**config.mk**
```make
export PLATFORM = sky130hd
export DESIGN_NAME = punc_fetch_unit
export DESIGN_NICKNAME = d
export VERILOG_FILES = /design/src/rtl/punc_fetch_unit_pkg.sv /design/src/rtl/punc_fetch_unit_pc_next.sv /design/src/rtl/punc_fetch_unit.sv
export SDC_FILE = /design/constraint.sdc
export NUM_CORES = 1
export LEC_CHECK = 0
export ABC_AREA = 1
export BUFFER_PORTS_ARGS = -buffer_cell sky130_fd_sc_hd__buf_4
export CORE_MARGIN = 3
export CORE_UTILIZATION = 25
export CTS_CLUSTER_SIZE = 25
export DETAILED_ROUTE_END_ITERATION = 6
export GPL_TIMING_DRIVEN = 1
export HOLD_SLACK_MARGIN = 0.03
export PLACE_DENSITY = 0.52
export SKIP_CTS_REPAIR_TIMING = 1
export SLEW_MARGIN = 30
export SYNTH_ARGS = -nofsm -noshare
export SYNTH_HDL_FRONTEND = slang
export SYNTH_SLANG_ARGS = --single-unit
```
**constraint.sdc**
```tcl
create_clock -name clk -period 5.34 [get_ports clk]
set_clock_uncertainty 0.2 [all_clocks]
set_input_delay 1.068 -clock clk [delete_from_list [all_inputs] [get_ports clk]]
set_output_delay 1.068 -clock clk [all_outputs]
set_load 0.02 [all_outputs]
```
**src/rtl/punc_fetch_unit_pkg.sv**
```systemverilog
// Shared encodings for the PUnC fetch stage: PC-select codes, fetch FSM states,
// the HALT instruction word and condition-code bit positions.
package punc_fetch_unit_pkg;

  typedef enum logic [2:0] {
    PC_HOLD      = 3'd0,
    PC_OFFSET9   = 3'd1,
    PC_OFFSET11  = 3'd2,
    PC_RF_R_DATA = 3'd3
  } pc_sel_e;

  typedef enum logic {
    ST_IDLE = 1'b0,
    ST_WAIT = 1'b1
  } fetch_state_e;

  localparam logic [15:0] HALT_INSTR = 16'hF025;

  localparam int unsigned CC_N = 2;
  localparam int unsigned CC_Z = 1;
  localparam int unsigned CC_P = 0;

  localparam int unsigned TO_CNT_W = 4;

endpackage

```
**src/rtl/punc_fetch_unit_pc_next.sv**
```systemverilog
// Combinational next-PC selection: sign-extended IR offsets, register target,
// increment or hold. All sums wrap modulo 2^MEM_W.
module punc_pc_next
  import punc_fetch_unit_pkg::*;
#(
  parameter int unsigned MEM_W = 16
) (
  input  logic [MEM_W-1:0] pc,
  input  logic [10:0]      ir_off,
  input  logic [2:0]       set_pc,
  input  logic             inc_pc,
  input  logic [MEM_W-1:0] rf_r_data,
  output logic [MEM_W-1:0] pc_next_c
);

  logic [MEM_W-1:0] sext9_c;
  logic [MEM_W-1:0] sext11_c;

  assign sext9_c  = {{(MEM_W-9){ir_off[8]}}, ir_off[8:0]};
  assign sext11_c = {{(MEM_W-11){ir_off[10]}}, ir_off[10:0]};

  // Legal non-hold selects win over inc_pc; codes 4-7 behave like hold.
  always_comb begin
    pc_next_c = pc;
    case (set_pc)
      PC_OFFSET9:   pc_next_c = pc + sext9_c;
      PC_OFFSET11:  pc_next_c = pc + sext11_c;
      PC_RF_R_DATA: pc_next_c = rf_r_data;
      default:      pc_next_c = inc_pc ? pc + MEM_W'(1) : pc;
    endcase
  end

endmodule

```
**src/rtl/punc_fetch_unit.sv**
```systemverilog
// PUnC PC/IR/condition-code stage with a req/ack instruction fetch FSM.
// Optional PUNC_FETCH_TIMEOUT_EN adds a WAIT timeout that injects HALT and sets fetch_err.
module punc_fetch_unit
  import punc_fetch_unit_pkg::*;
#(
  parameter int unsigned     MEM_W    = 16,
  parameter logic [MEM_W-1:0] RESET_PC = 16'h0000
`ifdef PUNC_FETCH_TIMEOUT_EN
  ,
  parameter int unsigned     TIMEOUT  = 15
`endif
) (
  input  logic             clk,
  input  logic             rst,
  input  logic             load_ir,
  input  logic             inc_pc,
  input  logic [2:0]       set_pc,
  input  logic [MEM_W-1:0] rf_r_data,
  input  logic             rf_w_en,
  input  logic [MEM_W-1:0] rf_w_data,
  output logic             mem_req,
  output logic [MEM_W-1:0] mem_addr,
  input  logic [MEM_W-1:0] mem_rdata,
  input  logic             mem_ack,
  output logic [MEM_W-1:0] opcode,
  output logic [2:0]       condCode,
  output logic [MEM_W-1:0] pc,
`ifdef PUNC_FETCH_TIMEOUT_EN
  output logic             fetch_err,
`endif
  output logic             fetch_busy,
  output logic             ir_valid
);

  fetch_state_e     state_q, state_d;
  logic [MEM_W-1:0] pc_next_c;
  logic [MEM_W-1:0] mem_addr_d, opcode_d;
  logic             mem_req_d, fetch_busy_d, ir_valid_d;
  logic [2:0]       cc_d;
`ifdef PUNC_FETCH_TIMEOUT_EN
  logic [TO_CNT_W-1:0] cnt_q, cnt_d;
  logic                fetch_err_d;
`endif

  punc_pc_next #(.MEM_W(MEM_W)) u_pc_next (
    .pc        (pc),
    .ir_off    (opcode[10:0]),
    .set_pc    (set_pc),
    .inc_pc    (inc_pc),
    .rf_r_data (rf_r_data),
    .pc_next_c (pc_next_c)
  );

  // Fetch FSM next state plus next values of the registered outputs.
  always_comb begin
    state_d      = state_q;
    mem_req_d    = mem_req;
    mem_addr_d   = mem_addr;
    opcode_d     = opcode;
    fetch_busy_d = fetch_busy;
    ir_valid_d   = 1'b0;
    cc_d         = condCode;
`ifdef PUNC_FETCH_TIMEOUT_EN
    cnt_d        = cnt_q;
    fetch_err_d  = fetch_err;
`endif

    case (state_q)
      ST_IDLE: begin
        if (load_ir) begin
          mem_addr_d   = pc;
          mem_req_d    = 1'b1;
          fetch_busy_d = 1'b1;
          state_d      = ST_WAIT;
`ifdef PUNC_FETCH_TIMEOUT_EN
          cnt_d        = '0;
`endif
        end
      end
      ST_WAIT: begin
        if (mem_ack) begin
          opcode_d     = mem_rdata;
          ir_valid_d   = 1'b1;
          mem_req_d    = 1'b0;
          fetch_busy_d = 1'b0;
          state_d      = ST_IDLE;
        end
`ifdef PUNC_FETCH_TIMEOUT_EN
        else if (cnt_q == TO_CNT_W'(TIMEOUT - 1)) begin
          opcode_d     = MEM_W'(HALT_INSTR);
          ir_valid_d   = 1'b1;
          mem_req_d    = 1'b0;
          fetch_busy_d = 1'b0;
          fetch_err_d  = 1'b1;
          state_d      = ST_IDLE;
        end else begin
          cnt_d = cnt_q + TO_CNT_W'(1);
        end
`endif
      end
    endcase

    // One-hot N/Z/P from the value being written back.
    if (rf_w_en) begin
      cc_d = '0;
      if (rf_w_data[MEM_W-1])   cc_d[CC_N] = 1'b1;
      else if (rf_w_data == '0) cc_d[CC_Z] = 1'b1;
      else                      cc_d[CC_P] = 1'b1;
    end
  end

  always_ff @(posedge clk) begin
    if (rst) begin
      state_q    <= ST_IDLE;
      pc         <= RESET_PC;
      opcode     <= '0;
      condCode   <= 3'b010;
      mem_req    <= 1'b0;
      mem_addr   <= '0;
      fetch_busy <= 1'b0;
      ir_valid   <= 1'b0;
`ifdef PUNC_FETCH_TIMEOUT_EN
      cnt_q      <= '0;
      fetch_err  <= 1'b0;
`endif
    end else begin
      state_q    <= state_d;
      pc         <= pc_next_c;
      opcode     <= opcode_d;
      condCode   <= cc_d;
      mem_req    <= mem_req_d;
      mem_addr   <= mem_addr_d;
      fetch_busy <= fetch_busy_d;
      ir_valid   <= ir_valid_d;
`ifdef PUNC_FETCH_TIMEOUT_EN
      cnt_q      <= cnt_d;
      fetch_err  <= fetch_err_d;
`endif
    end
  end

endmodule

```
==> results of run 1 <==
[flip-flops by register name (all words and copies together) (netlist names)]
| signal | flops |
|---|---|
| mem_addr | 16 |
| opcode | 16 |
| pc | 16 |
| condCode | 3 |
| fetch_busy | 1 |
| ir_valid | 1 |
| state_q | 1 |
[metal layers]
metal / vias up / share of wire [%]
met5: - / 0
met4: 0 / 0.48
met3: 2 / 3.8
met2: 64 / 47
met1: 1330 / 48
li1: 1523 / -
[power by group]
part / leakage (nW) / total, mW / internal (mW) / switching [mW]
Sequential: 0.443 / 0.456 / 0.431 / 0.0253
Clock: 0.0760 / 0.377 / 0.222 / 0.155
Combinational: 1.45 / 0.229 / 0.0995 / 0.130
[tightest hold or removal path: cells and delay by family (launching register included)]
kind	cells	cell delay [ns]
flops	1	0.32
simple gates	1	0.06
compound gates	1	0.06
[final cells by class]
class / count / share of cell area, %
multi-input cells: 293 / 39.74
flip-flops and latches: 54 / 26.87
repair buffers: 111 / 20.71
well taps: 140 / 4.353
inverters: 44 / 4.104
clock buffers: 5 / 3.109
clock inverters: 3 / 1.119
[worst paths after layout]
kind	startpoint	endpoint	slack (ns)	cells after the start
setup / recovery	set_pc[2]	pc[8]	2.01	16
hold / removal	condCode[0]	condCode[0]	0.28	2
setup reg to reg	opcode[8]	pc[14]	2.97	15
hold reg to reg	condCode[0]	condCode[0]	0.28	2
[logic make-up after synthesis]
kind of cell / share of synthesized area [%]
AO/OA/AOI/OAI: 16.84
buffers and inverters: 7.838
AND/OR/NAND/NOR: 29.80
flip-flops: 37.21
XOR/XNOR: 3.316
adder cells (fa/ha/maj): 4.996
[stage by stage]
| stage | hold slack (ns) | std cells |
|---|---|---|
| 2_1_floorplan | 0.2733 | 404 |
| 3_3_place_gp | 0.2534 | 642 |
| 3_5_place_dp | 0.2670 | 642 |
| 4_1_cts | 0.2781 | 650 |
| 5_1_grt | 0.2995 | 650 |
| 6_report | 0.2787 | 650 |
[cells in the final DEF, fill, tap and decap left out, types with 2 or more instances in the layout]
cell	instances
buf_4	111
nand2_1	91
dfxtp_1	54
o21ai_0	46
nor2_1	42
inv_1	38
nand3_1	22
a21oi_1	20
ha_1	10
nand2_2	9
xor2_1	8
a31oi_1	7
o21bai_1	7
inv_2	5
clkbuf_16	5
nor4_1	4
xnor2_1	3
nand2_4	3
a21oi_2	3
nor2_4	2
nand3_2	2
a21o_1	2
clkinvlp_4	2
==> impl_metrics.toml, run 1 <==
[grt]
met3_usage_pct = 1.326
met1_usage_pct = 18.41
use_met2_pct = 22.69
grt_pass1_vias = 2854
grt_max_degree = 33
grt_use_total_pct = 13.42
antenna_found_initial = 0
grt_pass1_wl_mm = 14.17
grt_overflow = 0
top_usage_layer = "met2"

[cells_and_area]
multi_input_area_mm2 = 0.001599
design_area_mm2 = 0.004024
antenna_cells = 0
drive_gt1_share_pct = 29.22
fillers = 1163
fin_util_pct = 36.32
fin_nets = 577
syn_to_final_growth_pct = 38.50
regArea_mm2 = 0.001081

[synth]
ys_async_sr_fraction_pct = 0
synth_seq_cells = 54
synth_top_flop_cell = "dfxtp_1"
seq_area_frac_synth_pct = 37.21
synth_common_cells = "91 x nand2_1, 54 x dfxtp_1, 46 x o21ai_0"
syn_inst = 404
yosysMostFrequentCell = "nand2_1"
syn_avg_cell_area_um2 = 7.191
ys_types = 36
synth-edff-count = 0
synth.cell_area_mm2 = 0.002905
ys_warn_count = 0
syn-num-nets = 472
synth_top_area_share_pct = 37.21
yosys.area.top_type = "dfxtp_1"
synthTopCellsByArea = "dfxtp_1 37%, nand2_1 12%, o21ai_0 7.9%, nor2_1 5.6%, inv_1 4.9%"

[timing]
max_slew_margin_pct = 42.24
hold_violations = 0
report.final.slew_viol_count = 0
fin_setup_tns_ns = 0
finalSetupViolations = 0
fmax_ghz = 0.3001
tightest_slew_ns = 0.8655
timing.final.crit_period_ns = 3.332
rsz0062_at_grt = "false"
layout_setup_ws_ns = 2.008
fin_crit_sh_pct = 62.41

[setup_path]
crit_arrival_ns = 3.36
crit_path_start_kind = "input port"
worstSetupEndpointType = "flip-flop"
crit_family = "simple AND/OR/NAND/NOR gates"
worst-path-max-fanout = 8
cp_num_buf_inv = 4
cpMaxStageDelayCell = "fa_1"
max_stage_delay_ns = 0.45
crit_chain = "buf_4, inv_1, nand3_1, nand2_1, inv_1, nor2_1, inv_1, fa_1, o21bai_1, nand2_1, nand2_1, nand3_1, nand3_1, xor2_1, o21bai_1, a21oi_1"
path_class = "in -> reg"
worstPathRequired_ns = 5.37

[route]
drc = 0
drt-pass1-iter-count = 4
drtIter0Drc = 143
vias_per_cell = 4.491
drt_wl_total_mm = 8.981
drtAntennaViolNets = 0
avgRoutedWirePerCell_um = 13.82
via_count = 2919

[die]
io_pins = 111
dieWidth_um = 113.8
initial_core_util_pct = 26.23
dieHeight_um = 113.8
dieArea_mm2 = 0.01295
core_mm2 = 0.01108
rows = 38

[cts]
numCtsBuffers = 5
path_clk_slew_ns = 0.07
insertion_delay_ns = 0.29
clockBufferDepth = 2
cts_root_buffer = "clkbuf_16"
htreeDepth = 2
clock-sinks = 54
cts_tree = "yes"

[status]
status = "complete, no violations"

[pwr]
leakagePower_nw = 1.971
power_density_mw_per_mm2 = 263.9
finalPower_mw = 1.062
ir_drop_mv = 0.1300

[placement]
placed_area_mm2 = 0.003854
pre_cts_slack_ns = 1.702
gp_congestion = 0.7954
portBuffers = 110
dp_hpwl_mm = 7.096

[min_path]
hp-class = "reg -> reg"

[job]
drv_cap = 0
(Power assumes the default switching activity.)
==> run 2: changes to the inputs <==
Clock period 5.34 ns to 3.2 ns, I/O delays scaled along.
==> run 2 against run 1 <==
  * Combinational power increased by 69%
  * Sequential cell count did not move
  * Utilization increased by 0.28 points
  * Total power grew 67%
  * Non-clock buffer count increased by 5
  * Sequential share of layout area decreased by 0.21 points
  * Register-to-register slack worse by 2.1 ns
  * Global-route usage rose by 0.54 points
  * Clock power is 66% higher
  * Via count up 0.21%
  * Critical endpoint unchanged
==> impl_metrics.toml, run 2 (synthesis results as in run 1) <==
[status]
status = "complete, no violations"

[grt]
met3_usage_pct = 1.645
grt_pass1_wl_mm = 14.77
grt_pass1_vias = 3003
use_met2_pct = 24.19
top_usage_layer = "met2"
met1_usage_pct = 18.42
antenna_found_initial = 0
grt_use_total_pct = 13.95
grt_max_degree = 26
grt_overflow = 0

[die]
dieArea_mm2 = 0.01295
rows = 38
io_pins = 111
dieWidth_um = 113.8
core_mm2 = 0.01108
initial_core_util_pct = 26.23
dieHeight_um = 113.8

[placement]
placed_area_mm2 = 0.003889
dp_hpwl_mm = 7.120
portBuffers = 110
gp_congestion = 0.8276

[route]
via_count = 2925
drc = 0
drt-pass1-iter-count = 4
avgRoutedWirePerCell_um = 13.76
vias_per_cell = 4.466
drt_wl_total_mm = 9.014
drtAntennaViolNets = 0
drtIter0Drc = 174

[pwr]
power_density_mw_per_mm2 = 437.0
leakagePower_nw = 1.997
ir_drop_mv = 0.2418

[cells_and_area]
design_area_mm2 = 0.004055
syn_to_final_growth_pct = 39.58
reg.largest.list = "mem_addr (16), opcode (16), pc (16)"
antenna_cells = 0
layout_common_cells = "116 x buf_4, 91 x nand2_1, 54 x dfxtp_1"
drive_gt1_share_pct = 29.51
final_common_cell = "buf_4"
fin_nets = 582

[timing]
fin_crit_sh_pct = 88.98
tightest_slew_ns = 0.3876
rsz0062_at_grt = "false"
fmax_ghz = 0.3512
timing.final.crit_period_ns = 2.847
fin_setup_tns_ns = 0
finalSetupViolations = 0
report.final.slew_viol_count = 0
hold_violations = 0
max_slew_margin_pct = 73.82

[job]
drv_cap = 0

[cts]
path_clk_slew_ns = 0.07
insertion_delay_ns = 0.29
htreeDepth = 2
numCtsBuffers = 5
cts_root_buffer = "clkbuf_16"
clock-sinks = 54
cts_tree = "yes"
clockBufferDepth = 2

[setup_path]
path_class = "in -> reg"
worst-path-max-fanout = 8
crit_arrival_ns = 2.88
worstPathRequired_ns = 3.23
crit_path_start_kind = "input port"
worstSetupEndpointType = "flip-flop"

[min_path]
hp-class = "reg -> reg"
-- run 2: cell types whose count changed in the layout (fill, tap and decap cells not counted), sizes merged --
cell | previous run | this run
buf | 111 | 116
clkbuf | 5 | 6
clkinvlp | 2 | 1
-- run 2: power by group --
| part | total (mW) | leakage [nW] | internal (mW) | switching, mW |
|---|---|---|---|---|
| logic | 0.388 | 1.48 | 0.170 | 0.218 |
| registers | 0.760 | 0.443 | 0.719 | 0.0412 |
| clock network | 0.625 | 0.0771 | 0.370 | 0.254 |
-- run 2: worst paths after layout --
| check | start | cells past startpoint | slack [ns] | to |
|---|---|---|---|---|
| max | set_pc[2] | 16 | 0.35 | pc[8] |
| min | condCode[0] | 2 | 0.27 | condCode[0] |
| max reg2reg | opcode[0] | 13 | 0.87 | pc[8] |
| min reg2reg | condCode[0] | 2 | 0.27 | condCode[0] |
-- run 2: cell type report --
type,instances,area [µm²]
clock buffers,6,128.9
clock inverters,2,37.54
fillers,1190,7023
inverters,44,165.2
multi-input cells,293,1597
flip-flops and latches,54,1081
well taps,140,175.2
repair buffers,116,870.8
-- run 2: metrics by stage --
stage	total power [mW]	worst slack, ns	util, %	instances	hold WS [ns]
after floorplan	0.9834	0.3996	-	404	0.2733
after CTS	1.796	0.3493	36.60	655	0.2767
final	1.772	0.3526	36.60	655	0.2717
after detailed placement	1.168	0.05801	35.10	647	0.2640
after global placement	1.163	0.1132	35.10	647	0.2532
after global routing	1.870	0.05488	36.60	655	0.3031
-- run 2: critical path, cell delays in order --
cell      delay [ns]
buf_4           0.13
inv_1           0.10
nand3_1         0.11
nand2_1         0.10
inv_1           0.12
nor2_1          0.15
inv_1           0.08
fa_1            0.46
o21bai_1        0.24
nand2_1         0.08
nand2_1         0.10
nand3_1         0.07
nand3_1         0.09
xor2_1          0.19
o21bai_1        0.08
a21oi_1         0.12
-- run 2: layer usage --
metal | share of wire (%) | routed length, µm
met2 | 47 | 4271
met4 | 1.4 | 128
met5 | 0 | 0
met3 | 6.1 | 549
met1 | 45 | 4064
==> run 3: changes to the inputs <==
Settings changed: CORE_ASPECT_RATIO from default to 0.6.
==> run 3 against run 2 <==
  * Via count up 2.1%
  * Combinational power is 2% higher
  * Routed wire length up 5.6%
  * Critical path depth unchanged
  * Largest cell class unchanged
  * Largest power group unchanged
  * Highest routed layer unchanged
==> impl_metrics.toml, run 3 (synthesis results as in run 1) <==
[status]
status = "complete, no violations"

[timing]
report.final.slew_viol_count = 0
timing.final.crit_period_ns = 2.853
rsz0062_at_grt = "false"
fmax_ghz = 0.3506
hold_violations = 0
finalSetupViolations = 0
holdWs_ns = 0.2741
max_slew_margin_pct = 74.19
fin_crit_sh_pct = 89.15
fin_setup_tns_ns = 0
tightest_slew_ns = 0.3822

[placement]
gp_congestion = 0.8290
dp_hpwl_mm = 7.343
dp.cells = 664
portBuffers = 110

[setup_path]
rr_worst_depth = 15
crit_family = "simple AND/OR/NAND/NOR gates"
crit_path_start_kind = "input port"
worst-path-max-fanout = 6
crit_arrival_ns = 2.88
path_class = "in -> reg"
ff2ff_setup_slack_ns = 0.80
worstPathRequired_ns = 3.23
max_stage_delay_ns = 0.46
crit_chain = "buf_4, inv_1, nand3_1, nand2_1, inv_1, nor2_1, inv_1, fa_1, o21bai_1, nand2_1, nand2_1, nand3_1, nand3_1, xor2_1, o21bai_1, a21oi_1"
worst_r2r_endpoint = "pc[14]"
cpMaxStageDelayCell = "fa_1"
worstSetupEndpointType = "flip-flop"
cp_num_buf_inv = 4
r2r_start = "opcode[8]"

[grt]
grt_pass1_wl_mm = 15.15
antenna_found_initial = 0
grt_use_total_pct = 14.78
grt_max_degree = 32
grt_overflow = 0
grt_pass1_vias = 2825

[cells_and_area]
final_common_cell = "buf_4"
reg.largest.list = "mem_addr (16), opcode (16), pc (16)"
fillers = 1183
drive_gt1_share_pct = 29.98
syn_to_final_growth_pct = 40.87
layout.cells.non_filler = 672
layout_common_cells = "118 x buf_4, 91 x nand2_1, 54 x dfxtp_1"
antenna_cells = 0
fin_nets = 584
fin_util_pct = 37.35

[pwr]
leakagePower_nw = 2.006
switching_share_pct = 29.15
ir_drop_mv = 0.1997
intPower_mw = 1.260
seqPwrFrac_pct = 42.8
p_clk_share_pct = 35.0
p_comb_share_pct = 22.2
p_switching_uw = 518.3
power_density_mw_per_mm2 = 434.5

[min_path]
hold_end = "opcode[13]"
worstHoldStart = "opcode[13]"
hp-class = "reg -> reg"
hold_depth = 2

[route]
drtIter0Drc = 134
avgRoutedWirePerCell_um = 14.17
drc = 0
drt-pass1-iter-count = 5
via_count = 2986
vias_per_cell = 4.443
drtAntennaViolNets = 0
drt_wl_total_mm = 9.520

[die]
core_mm2 = 0.01096
rows = 29
dieHeight_um = 89.51
io_pins = 111
dieWidth_um = 145.2
dieArea_mm2 = 0.01299
initial_core_util_pct = 26.51

[cts]
clock-sinks = 54
htreeDepth = 2
path_clk_slew_ns = 0.07
numCtsBuffers = 5
cts_root_buffer = "clkbuf_16"
clockBufferDepth = 2
cts_tree = "yes"
insertion_delay_ns = 0.29

[job]
drv_cap = 0
## run 3: cell types whose count changed in the layout (fill, tap and decap cells not counted), sizes merged
cell      previous run  this run
clkinvlp             1         2
buf                116       118
clkbuf               6         5
## run 3: worst max-delay path by stage
stage / startpoint / end / slack, ns / cells after the start
2_1_floorplan: set_pc[0] / pc[8] / 0.40 / 16
3_3_place_gp: set_pc[2] / pc[14] / 0.08 / 17
3_5_place_dp: set_pc[2] / pc[14] / 0.03 / 17
4_1_cts: set_pc[2] / pc[14] / 0.33 / 18
5_1_grt: set_pc[2] / pc[8] / 0.07 / 16
6_report: set_pc[2] / pc[8] / 0.35 / 16
## run 3: area by class of cell
class	instances	area (µm²)	area share, %
Inverter	44	165.2	4.035
Sequential cell	54	1081	26.41
Timing Repair Buffer	118	885.9	21.64
Multi-Input combinational cell	293	1597	39.01
Tap cell	155	193.9	4.739
Clock inverter	3	45.04	1.101
Clock buffer	5	125.1	3.057
## run 3: power by group through the flow
stage | clock network [mW] | logic, mW | registers, mW
global placement | 0 | 0.394 | 0.775
CTS | 0.644 | 0.399 | 0.761
floorplan | 0 | 0.163 | 0.820
detailed placement | 0 | 0.397 | 0.776
global route | 0.666 | 0.435 | 0.769
finish | 0.623 | 0.394 | 0.761
## run 3: per-stage QoR
stage / setup WS [ns] / area, µm² / power [mW]
final: 0.3474 / 4093 / 1.778
after global routing: 0.06733 / 4093 / 1.870
after CTS: 0.3347 / 4093 / 1.803
after detailed placement: 0.02829 / 3923 / 1.173
after floorplan: 0.3996 / 2905 / 0.9834
after global placement: 0.08090 / 3923 / 1.169
## run 3: layer usage
layer / vias to the layer above / share of wire (%) / track usage [%]
met5: - / 0 / 0
met1: 1337 / 54 / 22.14
met4: 0 / 0.25 / 2.326
met2: 111 / 37 / 20.20
li1: 1535 / - / -
met3: 3 / 8.7 / 5.522
## run 3: worst register-to-register path, stage by stage, from the launching register on
cell	delay, ns
dfxtp_1	0.36
nand3_4	0.18
o21ai_0	0.13
ha_1	0.37
nand2_1	0.09
nor2_1	0.16
nand3b_1	0.10
nand3_1	0.15
nand3_2	0.09
nand2_2	0.09
nand2_1	0.08
nand2_1	0.06
nand2_1	0.05
nand3_1	0.06
nand2_1	0.06
a21oi_2	0.11
